==> config.mk <==
export PLATFORM = sky130hd
export DESIGN_NAME = write_back_arbiter
export DESIGN_NICKNAME = d
export VERILOG_FILES = /design/src/rtl/write_back_arbiter.sv
export SDC_FILE = /design/constraint.sdc
export NUM_CORES = 1
export LEC_CHECK = 0
export CORE_AREA = 2 2 348 350
export CTS_CLUSTER_DIAMETER = 120
export DETAILED_ROUTE_END_ITERATION = 8
export DIE_AREA = 0 0 350 352
export DONT_BUFFER_PORTS = 1
export MAX_ROUTING_LAYER = met4
export PLACE_DENSITY_LB_ADDON = 0.2
export SLEW_MARGIN = 5
export SYNTH_ARGS = -nofsm -noshare
export SYNTH_HDL_FRONTEND = slang
export SYNTH_SLANG_ARGS = --single-unit
==> constraint.sdc <==
create_clock -name clock -period 11.2 [get_ports clock]
set_input_delay 2.24 -clock clock [delete_from_list [all_inputs] [get_ports clock]]
set_output_delay 2.24 -clock clock [all_outputs]
set_load 0.02 [all_outputs]
==> src/rtl/write_back_arbiter.sv <==
// Round-robin write-back arbiter: FUs share one registered write-back port.
// Optional contention counter enabled by DRAGONFANG_WB_CONTENTION_COUNTER_EN.
module write_back_arbiter #(
  parameter int NUMBER_FUNCTIONAL_UNITS = 21,
  parameter int NUMBER_REQUESTERS       = NUMBER_FUNCTIONAL_UNITS,
  parameter int COUNTER_WIDTH           = 32,
  parameter int TAG_WIDTH               = 6,
  parameter int DATA_WIDTH              = 32,
  localparam int PACKET_WIDTH           = TAG_WIDTH + DATA_WIDTH
) (
  input  logic                                      clock,
  input  logic                                      reset_n,
  input  logic [NUMBER_REQUESTERS-1:0]              request_valid,
  input  logic [NUMBER_REQUESTERS*PACKET_WIDTH-1:0] request_packet,
  output logic [NUMBER_REQUESTERS-1:0]              request_ready,
  output logic                                      write_back_valid,
  output logic [PACKET_WIDTH-1:0]                   write_back_packet,
  input  logic                                      write_back_ready
`ifdef DRAGONFANG_WB_CONTENTION_COUNTER_EN
  ,
  output logic [COUNTER_WIDTH-1:0]                  contention_count
`endif
);

  localparam int PTR_W = (NUMBER_REQUESTERS > 1) ? $clog2(NUMBER_REQUESTERS) : 1;
  localparam logic [PTR_W:0] N_EXT = (PTR_W+1)'(NUMBER_REQUESTERS);
  localparam logic [PTR_W-1:0] LAST_IDX = PTR_W'(NUMBER_REQUESTERS - 1);
  localparam logic [NUMBER_REQUESTERS-1:0] ONE = NUMBER_REQUESTERS'(1);

  logic [PTR_W-1:0]             last_grant;
  logic [PTR_W-1:0]             grant_idx;
  logic                         grant_any;
  logic                         accept;
  logic                         grant;
  logic [NUMBER_REQUESTERS-1:0] grant_onehot;
  logic [PACKET_WIDTH-1:0]      sel_packet;

  assign accept = ~write_back_valid | write_back_ready;
  assign grant  = grant_any & accept & reset_n;

  // Search starts one past the last winner and wraps; first valid requester wins.
  always_comb begin
    logic [PTR_W:0]   sum;
    logic [PTR_W-1:0] cand;
    grant_idx = '0;
    grant_any = 1'b0;
    sum       = '0;
    cand      = '0;
    for (int i = 1; i <= NUMBER_REQUESTERS; i++) begin
      sum = {1'b0, last_grant} + (PTR_W+1)'(i);
      if (sum >= N_EXT) sum = sum - N_EXT;
      cand = sum[PTR_W-1:0];
      if (!grant_any && request_valid[cand]) begin
        grant_any = 1'b1;
        grant_idx = cand;
      end
    end
  end

  assign grant_onehot  = ONE << grant_idx;
  assign request_ready = grant ? grant_onehot : '0;

  // AND-OR select of the granted packet; only feeds the output register.
  always_comb begin
    sel_packet = '0;
    for (int i = 0; i < NUMBER_REQUESTERS; i++) begin
      if (grant_onehot[i]) sel_packet = sel_packet | request_packet[i*PACKET_WIDTH +: PACKET_WIDTH];
    end
  end

  always_ff @(posedge clock or negedge reset_n) begin
    if (!reset_n) begin
      write_back_valid  <= 1'b0;
      write_back_packet <= '0;
      last_grant        <= LAST_IDX;
    end else if (accept) begin
      write_back_valid <= grant_any;
      if (grant_any) begin
        write_back_packet <= sel_packet;
        last_grant        <= grant_idx;
      end
    end
  end

`ifdef DRAGONFANG_WB_CONTENTION_COUNTER_EN
  logic multi_valid;

  // Clearing the lowest set bit leaves something only when two or more are set.
  assign multi_valid = |(request_valid & (request_valid - ONE));

  always_ff @(posedge clock or negedge reset_n) begin
    if (!reset_n) begin
      contention_count <= '0;
    end else if (multi_valid && (contention_count != '1)) begin
      contention_count <= contention_count + COUNTER_WIDTH'(1);
    end
  end
`endif

endmodule

==> results of run 1 <==
==> cell usage after synthesis (13+ instances only) <==
| master | instances | area, um2 |
|---|---|---|
| nand2_1 | 297 | 1110 |
| nor2_1 | 234 | 878 |
| mux2i_1 | 219 | 2190 |
| a21oi_1 | 194 | 971 |
| o21ai_0 | 142 | 711 |
| inv_1 | 140 | 526 |
| clkbuf_1 | 110 | 413 |
| nand3_1 | 110 | 551 |
| buf_2 | 94 | 470 |
| nor3_1 | 74 | 370 |
| o211ai_1 | 71 | 533 |
| o221ai_1 | 62 | 543 |
| a32oi_1 | 50 | 438 |
| xnor2_1 | 50 | 438 |
| a211oi_1 | 46 | 345 |
| a22oi_1 | 46 | 345 |
| dfrtp_1 | 42 | 1050 |
| a221o_1 | 41 | 410 |
| mux2_2 | 41 | 462 |
| a31oi_1 | 38 | 238 |
| nor2b_1 | 38 | 238 |
| nand2b_1 | 33 | 206 |
| buf_4 | 32 | 240 |
| buf_6 | 32 | 360 |
| o22ai_1 | 31 | 194 |
| and2_1 | 30 | 188 |
| a221oi_1 | 29 | 254 |
| o32a_1 | 29 | 290 |
| and3_1 | 26 | 163 |
| ha_1 | 24 | 300 |
| nand4_1 | 24 | 150 |
| o21a_1 | 24 | 180 |
| a2111o_1 | 23 | 259 |
| a21o_1 | 23 | 173 |
| a2111oi_0 | 22 | 193 |
| a2bb2oi_1 | 21 | 184 |
| o21ai_1 | 20 | 100 |
| nor4_1 | 19 | 119 |
| a211o_1 | 18 | 158 |
| o32ai_1 | 17 | 149 |
| a311oi_1 | 16 | 140 |
| and4_1 | 15 | 131 |
| o31ai_1 | 15 | 113 |
| or3_1 | 13 | 81.3 |
==> kinds of logic after synthesis <==
kind of cell	Yosys count	synth area share (%)
flops	44	5.28
buf+inv	426	10.0
xor+xnor	63	2.98
fa+ha+maj	24	1.44
mux	275	14.1
compound gates	1171	42.7
simple gates	993	23.5
==> impl_metrics.ini, run 1 <==
[run_status]
status = did not finish
flow.stopped_at = global placement
firstError = [ERROR GPL-0305] RePlAce diverged during gradient descent calculation, resulting in an invalid step length (Inf or NaN). This is often caused by numerical instability ...

[yosys]
syn_nets = 3842
ys.flop_type = dfrtp_1
ys_seq_area_share_pct = 5.28
synth_area_um2 = 20900
async_reset_ff_share_pct = 100
syn_area_per_cell_um2 = 6.98
yosysWarnings = 0
synth_edf_count = 0
synthCells = 2996
yosysUniqueCellTypes = 141
ys_ff_latch = 44

[die]
io_pins = 882
fp.dieW_um = 350
die_h_um = 352
initial_utilization_pct = 17.5
rows = 127

[placed_design]
numPortBuffers = 0
==> inputs of run 2 (changes only) <==
==> config.mk (replaced) <==
export PLATFORM = sky130hd
export DESIGN_NAME = write_back_arbiter
export DESIGN_NICKNAME = d
export VERILOG_FILES = /design/src/rtl/write_back_arbiter.sv
export SDC_FILE = /design/constraint.sdc
export NUM_CORES = 1
export LEC_CHECK = 0
export CORE_AREA = 2 2 347 349
export DETAILED_ROUTE_END_ITERATION = 8
export DIE_AREA = 0 0 349 351
export DONT_BUFFER_PORTS = 1
export PLACE_DENSITY_LB_ADDON = 0.15
export SLEW_MARGIN = 5
export SYNTH_ARGS = -nofsm -noshare
export SYNTH_HDL_FRONTEND = slang
export SYNTH_SLANG_ARGS = --single-unit
==> run 2 against run 1 <==
Against the previous run: the run now ends clean; area after synthesis did not move; synthesized cell count did not move.
==> impl_metrics.ini, run 2 <==
[run_status]
status = complete, no violations

[setup_path]
timing.rr.start = last_grant[2]
rr_worst_depth = 24
critPathLaunchType = flip-flop
worst_setup_path_end_kind = primary output
rrSetupSlack_ns = 1.64
crit_required_ns = 8.96
reg2reg_to = write_back_packet[22]
crit_type = flip-flop to primary output
crit_arrival_ns = 8.56
cp_max_fo = 14

[global_route]
grt_max_degree = 100
grt_use_total_pct = 36.8
antenna_found_initial = 184
overflow = 0
use_met2_pct = 52.3
grt_pass1_wl_um = 296000
grtUsageMet1_pct = 42.0
grt_busiest_layer = met2
use_met3_pct = 15.9
grt_pass1_vias = 26400

[layout]
largest_reg_flops = 38
nFillCells = 13700
postLayoutCoreUtil_pct = 19.5
final_cell_mix = 296 x nand2_1, 232 x nor2_1, 219 x mux2i_1
syn2layout_area_growth_pct = 11.0
post_route_cells_drive_above_1_share_pct = 12.4
nets = 3736
layout_commonest_cell = nand2_1
largestRegisters = write_back_packet: 38 flops, last_grant: 5 flops, write_back_valid: 1 flops
max_flop_register = write_back_packet

[placed_design]
gp_congestion = 1.16
numPortBuffers = 0
pre_cts_ws_ns = 0.811
place_hpwl_um = 198000

[die]
initial_utilization_pct = 17.6
io_pins = 882
rows = 127
die_area_um2 = 122000
fp.dieW_um = 349
die_h_um = 351
core-area_um2 = 119000

[yosys]
synth_common_cells = 297 x nand2_1, 234 x nor2_1, 219 x mux2i_1
synth_xor_area_share_pct = 2.98
synth_top_area_share_pct = 10.5
syn_nets = 3842
synthTopCellsByArea = mux2i_1 10%, nand2_1 5.3%, dfrtp_1 5.0%
synthAdderAreaFrac_pct = 1.44
synth_top_area_cell = mux2i_1
ys_seq_area_share_pct = 5.28
synth-compound-area-share_pct = 42.7
yosysWarnings = 0
synth_simple_gate_area_share_pct = 23.5
syn_area_per_cell_um2 = 6.98
ys_ff_latch = 44
muxShareOfSynthArea_pct = 14.1
synth_edf_count = 0
ys.flop_type = dfrtp_1
synth_top_family_by_area = compound AO/OA/AOI/OAI gates
async_reset_ff_share_pct = 100
synthCells = 2996
synth.most_common_cell = nand2_1
yosysUniqueCellTypes = 141
synth_area_um2 = 20900

[clock_tree]
cts-htree-levels = 2
clock_path_buffers = 2
cts.repair.resized = 0
worstSkewPairLatency_ns = 0.35
root_buffer = clkbuf_16
cts_hold_buf = 0
post-cts-setup-buffer-count = 0
cts_tree = built
path_clk_slew_ns = 0.09
clock-sinks = 44
cts_buffers = 5

[timing]
slew_headroom_pct = 9.97
final-hold-violation-count = 0
holdWs_ns = 0.672
final.setup.tns_ns = 0
fin_skew_ns = 0.0216
setup_ws_ns = 0.405
rsz0062_at_grt = false
layout_min_cycle_time_ns = 10.80
fmax_ghz = 0.0926
setup_viol = 0
post-route-period-util_pct = 96.4
finalMaxSlewViolations = 0
worstMarginPinSlew_ns = 1.35

[worst_hold_path]
hold_path_class = flip-flop to flip-flop
hold_path_depth = 2
min_from = last_grant[1]
hold_end = last_grant[1]

[drt]
antenna_left = 0
first_iter_violations = 3843
wl_per_cell_um = 52.1
routed_via_density = 6.38
vias = 29100
first_pass_iters = 6
wl_um = 238000
drc = 0

[run]
cap_violations = 0
-- run 2: cell counts after synthesis --
No cell type changed its count.
-- run 2: how the worst max path moves through the flow --
stage                                 from               end  slack (ns)  cells past startpoint
after floorplan              last_grant[0]  request_ready[1]        2.20                     28
after global placement    request_valid[6]  request_ready[2]        0.83                     18
after detailed placement  request_valid[6]  request_ready[2]        0.81                     18
after CTS                    last_grant[2]  request_ready[2]        0.78                     18
after global routing         last_grant[2]  request_ready[2]        0.43                     21
final                        last_grant[2]  request_ready[2]        0.40                     18
-- run 2: critical path: stages, from the launching register on --
cell and delay (ns):
dfstp_2 0.81, inv_1 0.31, buf_4 0.31, ha_1 0.45, a21oi_1 0.78, o2111ai_1 0.23
a2bb2oi_1 0.68, nand2_1 0.11, o21ai_0 0.56, a221oi_2 0.16, nand2_1 0.16, and4b_1 0.56
nand4_2 0.49, or4_4 0.68, o32a_1 0.21, nand2_2 0.29, nand2_1 0.39, nor3b_1 0.72
buf_4 0.27
-- run 2: layout make-up --
| cell class | count | area, um2 | area share [%] |
|---|---|---|---|
| clock buffers | 5 | 125 | 0.539 |
| well taps | 1548 | 1940 | 8.34 |
| clock inverters | 3 | 46.3 | 0.199 |
| repair buffers | 167 | 1300 | 5.62 |
| flip-flops and latches | 44 | 1110 | 4.78 |
| diodes | 120 | 300 | 1.29 |
| inverters | 146 | 553 | 2.38 |
| multi-input cells | 2526 | 17800 | 76.8 |
-- run 2: routing by layer --
metal	share of wire, %	vias to the layer above	routed length [um]
li1	-	11600	-
met1	37	14600	88000
met2	41	2258	98000
met3	12	476	28800
met4	9.5	70	22500
met5	0.17	-	414
-- run 2: cell families after synthesis --
group,after synthesis
compound gates,1171
xor+xnor,63
fa+ha+maj,24
buf+inv,426
flops,44
mux,275
simple gates,993
-- run 2: metrics by stage --
step,std cells,instance area (um2)
CTS,4439,22900
global placement,4431,22700
finish,4559,23200
floorplan,2996,20900
detailed placement,4431,22700
global route,4537,23200
Power of run 2 is not shown: default switching activity piles up to over one toggle a cycle in this logic, so the estimate is an artifact.
